==> src/rtl/d_reg_pipe.sv <==
// d_reg_pipe: WIDTH x DEPTH register pipeline (data -> q) with per-stage valid, flush, clear/hold on en=0, occupancy occ and tap_sel -> tap_q stage tap
module d_reg_pipe #(
  parameter int WIDTH = 8,
  parameter int DEPTH = 4,
  parameter bit CLR_ON_DIS = 1,
  localparam int TW = DEPTH > 1 ? $clog2(DEPTH) : 1,
  localparam int OW = $clog2(DEPTH + 1)
) (
  input  logic             clk,
  input  logic             rst_n,
  input  logic             en,
  input  logic             flush,
  input  logic [WIDTH-1:0] data,
  input  logic             data_vld,
  output logic [WIDTH-1:0] q,
  output logic             q_vld,
  input  logic [TW-1:0]    tap_sel,
  output logic [WIDTH-1:0] tap_q,
  output logic [OW-1:0]    occ
);
  logic [WIDTH-1:0] s [DEPTH];
  logic [DEPTH-1:0] v;
  logic [OW-1:0]    cnt;
  logic             clr;
  assign clr = flush || (!en && CLR_ON_DIS);
  always_ff @(posedge clk or negedge rst_n)
    if (!rst_n) begin
      for (int i = 0; i < DEPTH; i++) s[i] <= '0;
      v <= '0;
      cnt <= '0;
    end else if (clr) begin
      for (int i = 0; i < DEPTH; i++) s[i] <= '0;
      v <= '0;
      cnt <= '0;
    end else if (en) begin
      s[0] <= data_vld ? data : '0;
      v[0] <= data_vld;
      for (int i = 1; i < DEPTH; i++) begin
        s[i] <= s[i-1];
        v[i] <= v[i-1];
      end
      cnt <= cnt + OW'(data_vld) - OW'(v[DEPTH-1]);
    end
  always_comb begin
    tap_q = '0;
    for (int i = 0; i < DEPTH; i++) tap_q = tap_sel == TW'(i) ? s[i] : tap_q;
  end
  assign q = s[DEPTH-1];
  assign q_vld = v[DEPTH-1];
  assign occ = cnt;
endmodule

==> config.mk <==
export PLATFORM = sky130hd
export DESIGN_NAME = d_reg_pipe
export DESIGN_NICKNAME = d
export VERILOG_FILES = /design/src/rtl/d_reg_pipe.sv
export SDC_FILE = /design/constraint.sdc
export NUM_CORES = 1
export LEC_CHECK = 0
export ABC_AREA = 1
export ABC_CLOCK_PERIOD_IN_PS = 1800
export CORE_UTILIZATION = 50
export DETAILED_ROUTE_END_ITERATION = 8
export PLACE_DENSITY = 0.78
export SYNTH_ARGS = -nofsm -noshare
export SYNTH_HDL_FRONTEND = slang
export SYNTH_SLANG_ARGS = --single-unit
==> constraint.sdc <==
create_clock -name clk -period 1.8 [get_ports clk]
set_clock_uncertainty 0.05 [all_clocks]
set_input_delay 0.18 -clock clk [delete_from_list [all_inputs] [get_ports clk]]
set_output_delay 0.18 -clock clk [all_outputs]
set_load 0.02 [all_outputs]
==> Word level (Yosys, flattened, before mapping) <==
Index checks and enable logic that the tools add are counted.
{ "word_totals": {"register_bits": 39, "elab_cells": 26, "in_bits": 15, "output_inout_bits": 20} }
{ "classes": {"reduce_logical": 4, "eq_ne": 3, "mux": 11, "add_sub_neg": 2} }
{ "ops": {"columns": ["operator", "count"], "rows": [
  ["two-way mux 32 bit", 2],
  ["two-way mux 8 bit", 5],
  ["two-way mux 4 bit", 2],
  ["two-way mux 3 bit", 2],
  ["== test 2 bit, second input constant", 2],
  ["adder 3 x 1 -> 3 bit", 1],
  ["subtractor 3 x 1 -> 3 bit", 1],
  ["== test 2 x 1 -> 1 bit, second input constant", 1],
  ["logical NOT 2 bit", 1],
  ["nonzero test 2 bit", 1],
  ["logical NOT 1 bit", 1],
  ["logical OR 1 bit", 1]
]} }

==> Depth between registers and ports, before layout <==
Gate-level depths: netlist of run 1.
{ "logic_depth": {"depth_word": 5, "depth_mapped": 9, "depth_no_buf": 9} }

==> Worst setup path before layout of run 1 <==
Ideal clock, no wire load.
{ "synth_path": {"path_kind": "register -> register", "from": "register cnt[0], in the netlist occ[0]", "to": "register cnt[2], in the netlist occ[2]", "setup_ns": 0.119, "required_time_ns": 1.631, "n_path_buf": 0, "stages_incl_launch_ff": 9, "arrival_ns": 1.493, "setup_slack_ns": 0.138, "cell_sequence": "dfrtp_1 inv_1 ha_1 inv_1 ha_1 inv_1 fa_1 a21oi_1 nor2_1"} }
{ "synth_via": {"elab_chain_len": 4} }
{ "synth_lines": {"columns": ["item", "line_no", "text"], "rows": [
  ["start: declaration", "23", "logic [OW-1:0] cnt;"],
  ["start signal: assignment", "42", "cnt <= cnt + OW'(data_vld) - OW'(v[DEPTH-1]);"],
  ["adder 3 x 1 -> 3 bit", "42", null],
  ["subtractor 3 x 1 -> 3 bit", "42", null],
  ["two-way mux 3 bit", "35", "end else if (en) begin"],
  ["two-way mux 3 bit", "31", "end else if (clr) begin"]
]} }
No other way between the ends. The select of a mux whose other input is x is not followed.
A chain may end at the register's enable or synchronous reset.

==> Worst setup path in the final report of run 1 <==
{ "layout_path": {"from": "input tap_sel[0]", "to": "output tap_q[2]"} }
{ "layout_via": {"elab_chain_len": 5} }
{ "layout_lines": {"columns": ["item", "line_no", "text"], "rows": [
  ["start: declaration", "17", "input logic [TW-1:0] tap_sel,"],
  ["logical NOT 2 bit", "46", "for (int i = 0; i < DEPTH; i++) tap_q = tap_sel == TW'(i) ? s[i] : tap_q;"],
  ["two-way mux 8 bit (3 in a row)", "46", null],
  ["two-way mux 8 bit (*)", "46", null],
  ["end: declaration", "18", "output logic [WIDTH-1:0] tap_q,"]
]} }
Mark *: on every way between the ends. The rest lies on a longest branch, timed or not.

==> summary.md, run 1 <==
| Metric | Value |
|---|---|
| Core region area | 0.00315 mm^2 |
| Area growth, synth to finish | 22.8% |
| Hold Crit Class | input port to asynchronous set/reset pin |
| Worst-path maximum fanout | 17 |
| Final Hold Vio Count | 0 |
| Grt met2 use | 33.0% |
| Die area | 0.00368 mm^2 |
| Mean post-synth cell area | 9.05 um^2 |
| Row count | 20 |
| TritonCTS clock tree | built |
| Number of cells on the worst reg-to-reg path | 8 |
| M1 GR Usage | 23.5% |
| Most frequent cells in the layout | 39 x dfrtp_1, 38 x nor2_1, 37 x inv_1, 25 x nand3_1, 25 x clkdlybuf4s50_1 |
| Post-DR wirelength/cell | 11.1 um |
| Critical Path End Type | primary output |
| DRC | 0 |
| Final setup viols | 0 |
| Post-Syn Area | 0.00172 mm^2 |
| Max-cap viol count | 0 |
| Static Leak | 0.974 nW |
| Synth Register Bits | 39 |
| Mapped Nets | 208 |
| Grt peak-use layer | met2 |
| Die Wd | 60.7 um |
| Layout cells sized above 1 | 9.38% |
| Routed wire length | 2990 um |
| Initial antenna violation count | 0 |
| Worst R2R End | occ[2] |
| H-tree depth | 2 |
| Fillers | 269 |
| Buffers and inverters on the worst path | 3 |
| Clk slew on worst S/H paths | 0.12 ns |
| Placed Instances | 259 |
| CP required | 1.57 ns |
| Commonest non-fill, non-tap cell in the layout | dfrtp_1 |
| Starting Density | 54.6% |
| GR Overflow Total | 0 |
| Detail Route Antenna Nets | 0 |
| Die height | 60.7 um |
| NumNets Final | 241 |
| Outcome | completed |
| I/O pin count | 35 |
| Final Non-Filler Cells | 268 |
| Crit share post-route | 95.9% |
| Slew HR | 68.5% |
| Tmin final | 1.73 ns |
| Clk_lat worst skew | 0.35 ns |
| Via-to-Cell Ratio | 4.72 |
| Max rail drop VDD | 0.386 mV |
| Total CTS buffers | 5 |
| Crit path kind | input port to primary output |
| Pin count of the biggest net entering global routing | 35 |
| CTS Buffer Depth | 2 |
| Root Driver | clkbuf_4 |
| Max Slew Vio Count | 0 |
| CP startpoint | tap_sel[0] |
| Cell count after synthesis | 190 |
| Number of global-route vias before repair | 1,222 |
| Via count | 1,265 |
| Slowest cell on the critical path | clkdlybuf4s50_1 |
| Top cell type's share of synthesized area | 56.7% |
| Total track usage | 19.6% |
| Fmax | 579 MHz |
| Reg2Reg Setup Slack | 0.14 ns |
| Distinct cells, synth | 14 |
| Worst slew pin tran | 0.472 ns |
| IO buf count | 34 |
| RSZ-0062 raised after global routing | false |
| Area occupied by multi-input gates | 465 um^2 |
| Placer Congestion | 0.844 |
| Global-route track usage on met3 | 4.48% |
| Cell taking the most area after synthesis | dfrtp_1 |
| Storage cell area | 976 um^2 |
| Synthesis Warnings | 0 |
| Worst reg2reg path startpoint | occ[0] |
| Crit start category | input port |
| Critical Path AT | 1.50 ns |
| DR iter-0 viols | 81 |
| First-pass GRT wire length | 5130 um |
| Top cells by area, synth | dfrtp_1 57%, nor2_1 8.3%, inv_1 8.1% |
| DPL Wire Length | 2140 um |
| # clock sinks | 39 |
| DR pass1 iterations | 4 |
| Crit path max-delay family | buffers and inverters |
| PD cells | 694 mW/mm^2 |
| Worst-path cell chain | clkdlybuf4s50_1 -> buf_12 -> nor2_4 -> nand2_1 -> nand4_1 -> clkdlybuf4s15_1 |
| CP max stage delay | 0.46 ns |
| N_diodes | 0 |
| Util after Layout | 67.0% |
| Fin Hold WS | 0.255 ns |
| Sequential share of the synthesized area | 56.7% |
==> state kept, by name (all words and copies together) (netlist names) <==
| register | cells |
|---|---|
| v | 4 |
| q | 8 |
| occ | 3 |
| s | 24 |
==> timing repair <==
item                                    in CTS  in global routing
endpoints found under the hold margin       18                  0
endpoints found under the setup margin       8                  7
setup buffers                                0                  0
hold buffers                                 1                  0
gates resized for setup                      8                 10
==> Yosys cell counts, drive strengths merged <==
| cell | instances |
|---|---|
| inv | 38 |
| dfrtp | 39 |
| fa | 1 |
| buf | 16 |
| nand2 | 20 |
| a21oi | 1 |
| nand4 | 8 |
| nand3 | 25 |
| nor2 | 40 |
| ha | 2 |
==> where the power goes <==
part / leakage [nW] / internal [mW] / switching [mW] / total [mW]
registers: 0.541 / 0.886 / 0.00630 / 0.892
logic: 0.405 / 0.0654 / 0.0808 / 0.146
clock network: 0.0282 / 0.151 / 0.276 / 0.427
total: 0.974 / 1.10 / 0.363 / 1.47
==> how the worst max path moves through the flow <==
stage / slack, ns / to / depth (start not counted)
6_report: 0.07 / tap_q[2] / 6
4_1_cts: 0.05 / tap_q[1] / 6
5_1_grt: 0.0003 / tap_q[5] / 6
3_5_place_dp: -0.22 / tap_q[1] / 6
3_3_place_gp: -0.21 / tap_q[4] / 6
2_1_floorplan: 0.14 / occ[2] / 8
==> layer usage <==
metal  share of wire, %  up-vias  wire, um
li1                   -      630         -
met1                 45      585      1350
met2                 46       43      1380
met3                6.2        7       185
met4                2.3        0        68
met5                  0        -         0
==> area by class of cell <==
cell class | instances | area share, %
flip-flops and latches | 39 | 46.2
multi-input cells | 97 | 22.0
repair buffers | 42 | 19.8
inverters | 38 | 6.75
well taps | 44 | 2.61
clock buffers | 6 | 1.95
clock inverters | 2 | 0.592
==> through the flow <==
stage               cell area (um^2)  setup WS [ns]  power [mW]  TNS (ns)
floorplan                       1720          0.138       0.980         0
global placement                2060         -0.206        1.05     -1.61
detailed placement              2060         -0.217        1.06     -1.62
CTS                             2120         0.0538        1.48         0
global route                    2110       0.000344        1.54         0
finish                          2110         0.0736        1.47         0
==> cell families (layout without fill, tap and decap cells) <==
kind of cell / count (synthesis) / in the layout / share of synthesized area [%]
simple gates: 93 / 93 / 24.1
buf+inv: 54 / 88 / 16.2
flops: 39 / 39 / 56.7
fa+ha+maj: 3 / 3 / 2.62
compound gates: 1 / 1 / 0.291
No activity file was read; power rests on OpenSTA's default activity.
==> run 2, diff against run 1 <==
- ABC_CLOCK_PERIOD_IN_PS: 1800 -> 1500
- CORE_UTILIZATION: 50 -> 45
- PLACE_DENSITY: 0.78 -> 0.74
- clock period: 1.8 -> 1.5 ns (I/O delays scaled with it)
==> run 2 against run 1 <==
Net effect:
- the run now ends with negative setup slack left
- worst setup slack got worse by 0.16 ns
- via count rose by 1.2%
- final area rose by 4.3%
- wire length is 6.6% higher
- register-to-register slack got worse by 0.23 ns
- total power increased by 45%
- first-iteration DRC count rose by 89%
- highest routed layer unchanged
- core utilization shrank 6.8 points
- non-clock buffer count is 3 higher
- die area up 11%
==> summary.md, run 2 (synthesized netlist as in run 1, its figures left out) <==
| Metric | Value |
|---|---|
| Outcome | finished, violations left (was completed) |
| Failing checks | negative setup slack |
| DR iter-0 viols | 153 (was 81) |
| Layout cells sized above 1 | 18.1% (was 9.38%) |
| Crit share post-route | 106% |
| Number of global-route vias before repair | 1,256 (was 1,222) |
| Commonest non-fill, non-tap cell in the layout | nor2_1 (was dfrtp_1) |
| Critical Path End Type | flip-flop (was primary output) |
| Final setup viols | 2 (was 0) |
| Critical Path AT | 1.71 ns (was 1.50 ns) |
| Core region area | 0.00366 mm^2 (was 0.00315 mm^2) |
| H-tree depth | 2 (unchanged) |
| Postcts setup bufs | 0 (unchanged) |
| IO buf count | 34 (unchanged) |
| Starting Density | 47.0% (was 54.6%) |
| Placer Congestion | 0.777 (was 0.844) |
| Clk_lat worst skew | 0.29 ns (was 0.35 ns) |
| Setup ws final | -0.0853 ns (was 0.0736 ns) |
| DRC | 0 (unchanged) |
| CTS Buffer Depth | 2 (unchanged) |
| Clk slew on worst S/H paths | 0.08 ns (was 0.12 ns) |
| GR Overflow Total | 0 (unchanged) |
| Post-DR wirelength/cell | 11.6 um (was 11.1 um) |
| # clock sinks | 39 (unchanged) |
| Root Driver | clkbuf_8 (was clkbuf_4) |
| Initial antenna violation count | 0 (unchanged) |
| Area growth, synth to finish | 28.0% (was 22.8%) |
| Max rail drop VDD | 0.546 mV (was 0.386 mV) |
| Setup WS pre-CTS | -0.500 ns (was -0.217 ns) |
| Via-to-Cell Ratio | 4.65 (was 4.72) |
| Slew HR | 68.9% (was 68.5%) |
| CP max stage delay | 0.50 ns (was 0.46 ns) |
| Crit start category | flip-flop (was input port) |
| Total CTS buffers | 5 (unchanged) |
| Row count | 22 (was 20) |
| Tmin final | 1.59 ns |
| Most flop-heavy register | s (unchanged) |
| Final Non-Filler Cells | 275 (was 268) |
| Via count | 1,280 (was 1,265) |
| Worst-path maximum fanout | 2 (was 17) |
| Pin count of the biggest net entering global routing | 37 (was 35) |
| DPL Wire Length | 2120 um (was 2140 um) |
| Max-cap viol count | 0 (unchanged) |
| Total track usage | 18.2% (was 19.6%) |
| Tot Pwr | 2.12 mW (was 1.47 mW) |
| First-pass GRT wire length | 5690 um (was 5130 um) |
| Die height | 63.8 um (was 60.7 um) |
| Most frequent cells in the layout | 38 x nor2_1, 37 x dfrtp_1, 33 x inv_1, 24 x nand3_1, 20 x nand2_1 (was 39 x dfrtp_1, 38 x nor2_1, 37 x inv_1, 25 x nand3_1, 25 x clkdlybuf4s50_1) |
| Fmax | 631 MHz |
| Max Slew Vio Count | 0 (unchanged) |
| I/O pin count | 35 (unchanged) |
| RSZ-0062 raised after global routing | true (was false) |
| Fin Hold WS | 0.293 ns (was 0.255 ns) |
| PD cells | 963 mW/mm^2 (was 694 mW/mm^2) |
| Routed wire length | 3190 um (was 2990 um) |
| Worst slew pin tran | 0.467 ns (was 0.472 ns) |
| Die area | 0.00407 mm^2 (was 0.00368 mm^2) |
| Detail Route Antenna Nets | 0 (unchanged) |
| Hold Crit Class | input port to asynchronous set/reset pin (unchanged) |
| Crit path kind | flip-flop to flip-flop (was input port to primary output) |
| Die Wd | 63.8 um (was 60.7 um) |
| Static Leak | 1.05 nW (was 0.974 nW) |
| Placed Instances | 266 (was 259) |
| Reg2Reg Setup Slack | -0.09 ns (was 0.14 ns) |
| Slowest cell on the critical path | fa_2 (was clkdlybuf4s50_1) |
| Worst-path cell chain | ha_4 -> inv_2 -> ha_4 -> inv_2 -> fa_2 -> nor2_1 (was clkdlybuf4s50_1 -> buf_12 -> nor2_4 -> nand2_1 -> nand4_1 -> clkdlybuf4s15_1) |
| TritonCTS clock tree | built (unchanged) |
| DR pass1 iterations | 4 (unchanged) |
| CP required | 1.63 ns (was 1.57 ns) |
| NumNets Final | 244 (was 241) |
| N_diodes | 0 (unchanged) |
| Max FFs per register | 24 (unchanged) |
| Final Hold Vio Count | 0 (unchanged) |
## run 2: path summary, 6_finish.rpt
kind	startpoint	to	cells past startpoint
worst max-delay path	v[3]	occ[1]	6
worst min-delay path	rst_n	s[20]	2
worst max register to register	v[3]	occ[1]	6
worst min register to register	v[1]	v[2]	2
max in group asynchronous	rst_n	s[15]	3
min in group clk	data[4]	s[28]	3
## run 2: metrics by stage
step	utilization (%)	TNS (ns)	instance area, um^2
2_1_floorplan	-	-0.216	1730
3_3_place_gp	56.9	-4.00	2080
5_1_grt	60.2	-0.234	2200
3_5_place_dp	56.9	-4.16	2080
6_report	60.2	-0.128	2200
4_1_cts	59.8	-0.137	2190
## run 2: critical path: cells and delay by family (launching register included)
family | cells | cell delay, ns
and+or+nand+nor | 1 | 0.04
buffers and inverters | 2 | 0.09
adders and majority gates | 3 | 0.86
DFF | 1 | 0.43
## run 2: cell type report
class | count | area [um^2]
Sequential cell | 39 | 978
Clock inverter | 3 | 43.8
Timing Repair Buffer | 45 | 407
Inverter | 38 | 143
Fill cell | 319 | 1460
Tap cell | 48 | 60.1
Clock buffer | 5 | 68.8
Multi-Input combinational cell | 97 | 502
## run 2: what timing repair did
| action | CTS | global route |
|---|---|---|
| resized for setup | 45 | 3 |
| endpoints found under the hold margin | 19 | 0 |
| pin swaps | 3 | 0 |
| hold buffers | 1 | 0 |
| setup endpoints to repair | 13 | 3 |
## run 2: metal layers
| metal | global-route usage (%) | wire (um) | vias up |
|---|---|---|---|
| met5 | 0 | 0 | - |
| met4 | 7.67 | 50 | 0 |
| met3 | 4.46 | 186 | 5 |
| met2 | 27.9 | 1490 | 39 |
| met1 | 24.7 | 1460 | 599 |
| li1 | - | - | 637 |
## run 2: report_power, final
group	total, mW	internal [mW]	leakage (nW)	switching (mW)
Combinational	0.180	0.0778	0.451	0.102
Clock	0.870	0.495	0.0581	0.375
Sequential	1.07	1.06	0.538	0.00825
Total	2.12	1.64	1.05	0.485
==> run 3, diff against run 2 <==
- HOLD_SLACK_MARGIN: not set -> 0.02
==> results of run 3 <==
The final DEF is identical to that of run 2; final timing and power are the same.
==> RTL edit (flow settings as in run 3) <==
The parameter `CLR_ON_DIS` goes from 1 to 0.
--- a/src/rtl/d_reg_pipe.sv
+++ b/src/rtl/d_reg_pipe.sv
@@ -2,7 +2,7 @@
 module d_reg_pipe #(
   parameter int WIDTH = 8,
   parameter int DEPTH = 4,
-  parameter bit CLR_ON_DIS = 1,
+  parameter bit CLR_ON_DIS = 0,
   localparam int TW = DEPTH > 1 ? $clog2(DEPTH) : 1,
   localparam int OW = $clog2(DEPTH + 1)
 ) (
Function: changed (Yosys sat finds a counterexample within 4 cycles, from zero or initial values and one cycle with rst_n low).
==> RTL edit against run 3 <==
- the run still ends with setup timing left
- sequential cell count did not move
- wire length rose by 37%
- setup slack got worse by 0.070 ns
- area after synthesis rose by 9.2%
- combinational power rose by 54%
- core utilization rose by 1.6 points
- design area rose by 12%
- critical path depth rose by 3
- total power rose by 7.2%
- clock power rose by 4.3%
- via count rose by 23%
- critical endpoint is now occ[2]
- largest power group unchanged
==> RTL edit: results (changes against run 3) <==
[routing]
drt-met1-wl_um=1970  ; was 1460 um
route.met2.wl_um=2090  ; was 1490 um
met3WireLength_um=210  ; was 186 um
routed-via-count=1571  ; was 1280
drt_wl_total_um=4350  ; was 3190 um
drt_iter0_markers=113  ; was 153

[outcome]
violations=setup timing  ; unchanged
outcome=complete, but fails checks  ; unchanged

[global_routing]
grt_pass1_wl_um=6960  ; was 5690 um
antenna_found_initial=0  ; unchanged
grt.total_usage_pct=21.6  ; was 18.2%
grt_max_degree=25  ; was 37
grt_pass1_vias=1467  ; was 1256

[yosys]
mappedNetlistNets=229  ; was 208
synth_seq_area_share_pct=51.9  ; was 56.7%
ys_types=19  ; was 14
avgSynthCellArea_um2=8.91  ; was 9.05 um2
synthAdderAreaFrac_pct=2.40  ; was 2.62%
synth-xor-area-share_pct=0  ; unchanged
synthTopCellsByArea=dfrtp_1 (52%), nand2_1 (11%), inv_1 (6.6%)  ; was dfrtp_1 (57%), nor2_1 (8.3%), inv_1 (8.1%)
synth-compound-area-share_pct=13.3  ; was 0.291%
synth.top_cells.by_count=nand2_1 (55), dfrtp_1 (39), inv_1 (33)  ; was dfrtp_1 (39), nor2_1 (38), inv_1 (37)

[cells_and_area]
drive_gt1_share_pct=23.8  ; was 18.1%
instances_no_fill=310  ; was 275
fin_nets=277  ; was 244
fill_cells=356  ; was 319

[placement]
place_ws_ns=-0.486  ; was -0.500 ns
hpwlAfterDp_um=2920  ; was 2120 um
dp.cells=294  ; was 266
postPlaceCellArea_um2=2290  ; was 2080 um2
place_congestion=0.840  ; was 0.777

[critical_path]
rr_startpoint=occ[0]  ; was v[3]
startpoint=occ[0]  ; was v[3]
critical_path.top_delay_family=adder cells  ; unchanged
slowest_delay_ns=0.42  ; was 0.50 ns
slowest_stage=dfrtp_2  ; was fa_2
r2r-end=occ[2]  ; was occ[1]
reg2reg_depth=9  ; was 6

[power]
powerClk_w=0.000907  ; was 0.000870 W
totalPowerFinal_w=0.00227  ; was 0.00212 W
powerSeq_w=0.00109
irDropWorstVdd_mv=0.537  ; was 0.546 mV
power.share.switching_pct=23.8  ; was 22.9%
p_leak_nw=1.28  ; was 1.05 nW

[sta]
setup_viol=2  ; unchanged
layout_setup_ws_ns=-0.155  ; was -0.0853 ns
maxSlewHeadroom_pct=65.9  ; was 68.9%
tns_ns=-0.310  ; was -0.128 ns

[clocking]
clkTransAtPathRegs_ns=0.08  ; about the same
h-tree-depth=2  ; unchanged

[RTL edit: cell count changes in the layout (fill, tap and decap cells not counted), moves of 2 or more]
| cell | delta |
|---|---|
| buf_2 | -2 |
| buf_4 | +14 |
| clkdlybuf4s50_1 | -8 |
| dlymetal6s2s_1 | +7 |
| inv_1 | -4 |
| nand2_1 | +35 |
| nand3_1 | -11 |
| nor2_1 | -35 |
| o21ai_0 | +17 |
| o21ai_2 | +6 |
| o22ai_1 | +10 |
| o22ai_2 | +4 |
[RTL edit: how the worst min path moves through the flow]
stage	start	end	slack [ns]	cells past startpoint
finish	rst_n	s[14]	0.28	2
global placement	rst_n	q[6]	0.07	1
CTS	rst_n	q[6]	0.29	2
global route	rst_n	s[14]	0.34	2
floorplan	rst_n	occ[0]	-0.20	0
detailed placement	rst_n	q[6]	0.07	1
[RTL edit: what timing repair did]
| action | 4_1_cts | 5_1_grt |
|---|---|---|
| resized for setup | 48 | 10 |
| hold endpoints to repair | 17 | 0 |
| pin swaps | 4 | 2 |
| hold buffers | 1 | 0 |
| buffers inserted | 5 | 2 |
| setup endpoints to repair | 14 | 11 |
[RTL edit: cell families (layout without fill, tap and decap cells)]
logic type | count (synthesis) | in the layout
simple gates | 82 | 82
buf+inv | 50 | 99
flops | 39 | 39
compound gates | 37 | 37
fa+ha+maj | 3 | 3
[RTL edit: final cells by class]
cell class,instances,area [um2],area share [%]
clock buffers,6,82.6,3.34
clock inverters,2,35.0,1.42
inverters,35,131,5.32
multi-input cells,122,686,27.8
flip-flops and latches,39,978,39.6
well taps,50,62.6,2.53
repair buffers,56,494,20.0
[RTL edit: layer usage]
layer | vias up | GRT usage [%]
met5 | - | 0
met2 | 47 | 33.1
met4 | 0 | 8.78
li1 | 766 | -
met3 | 7 | 3.60
met1 | 751 | 30.1
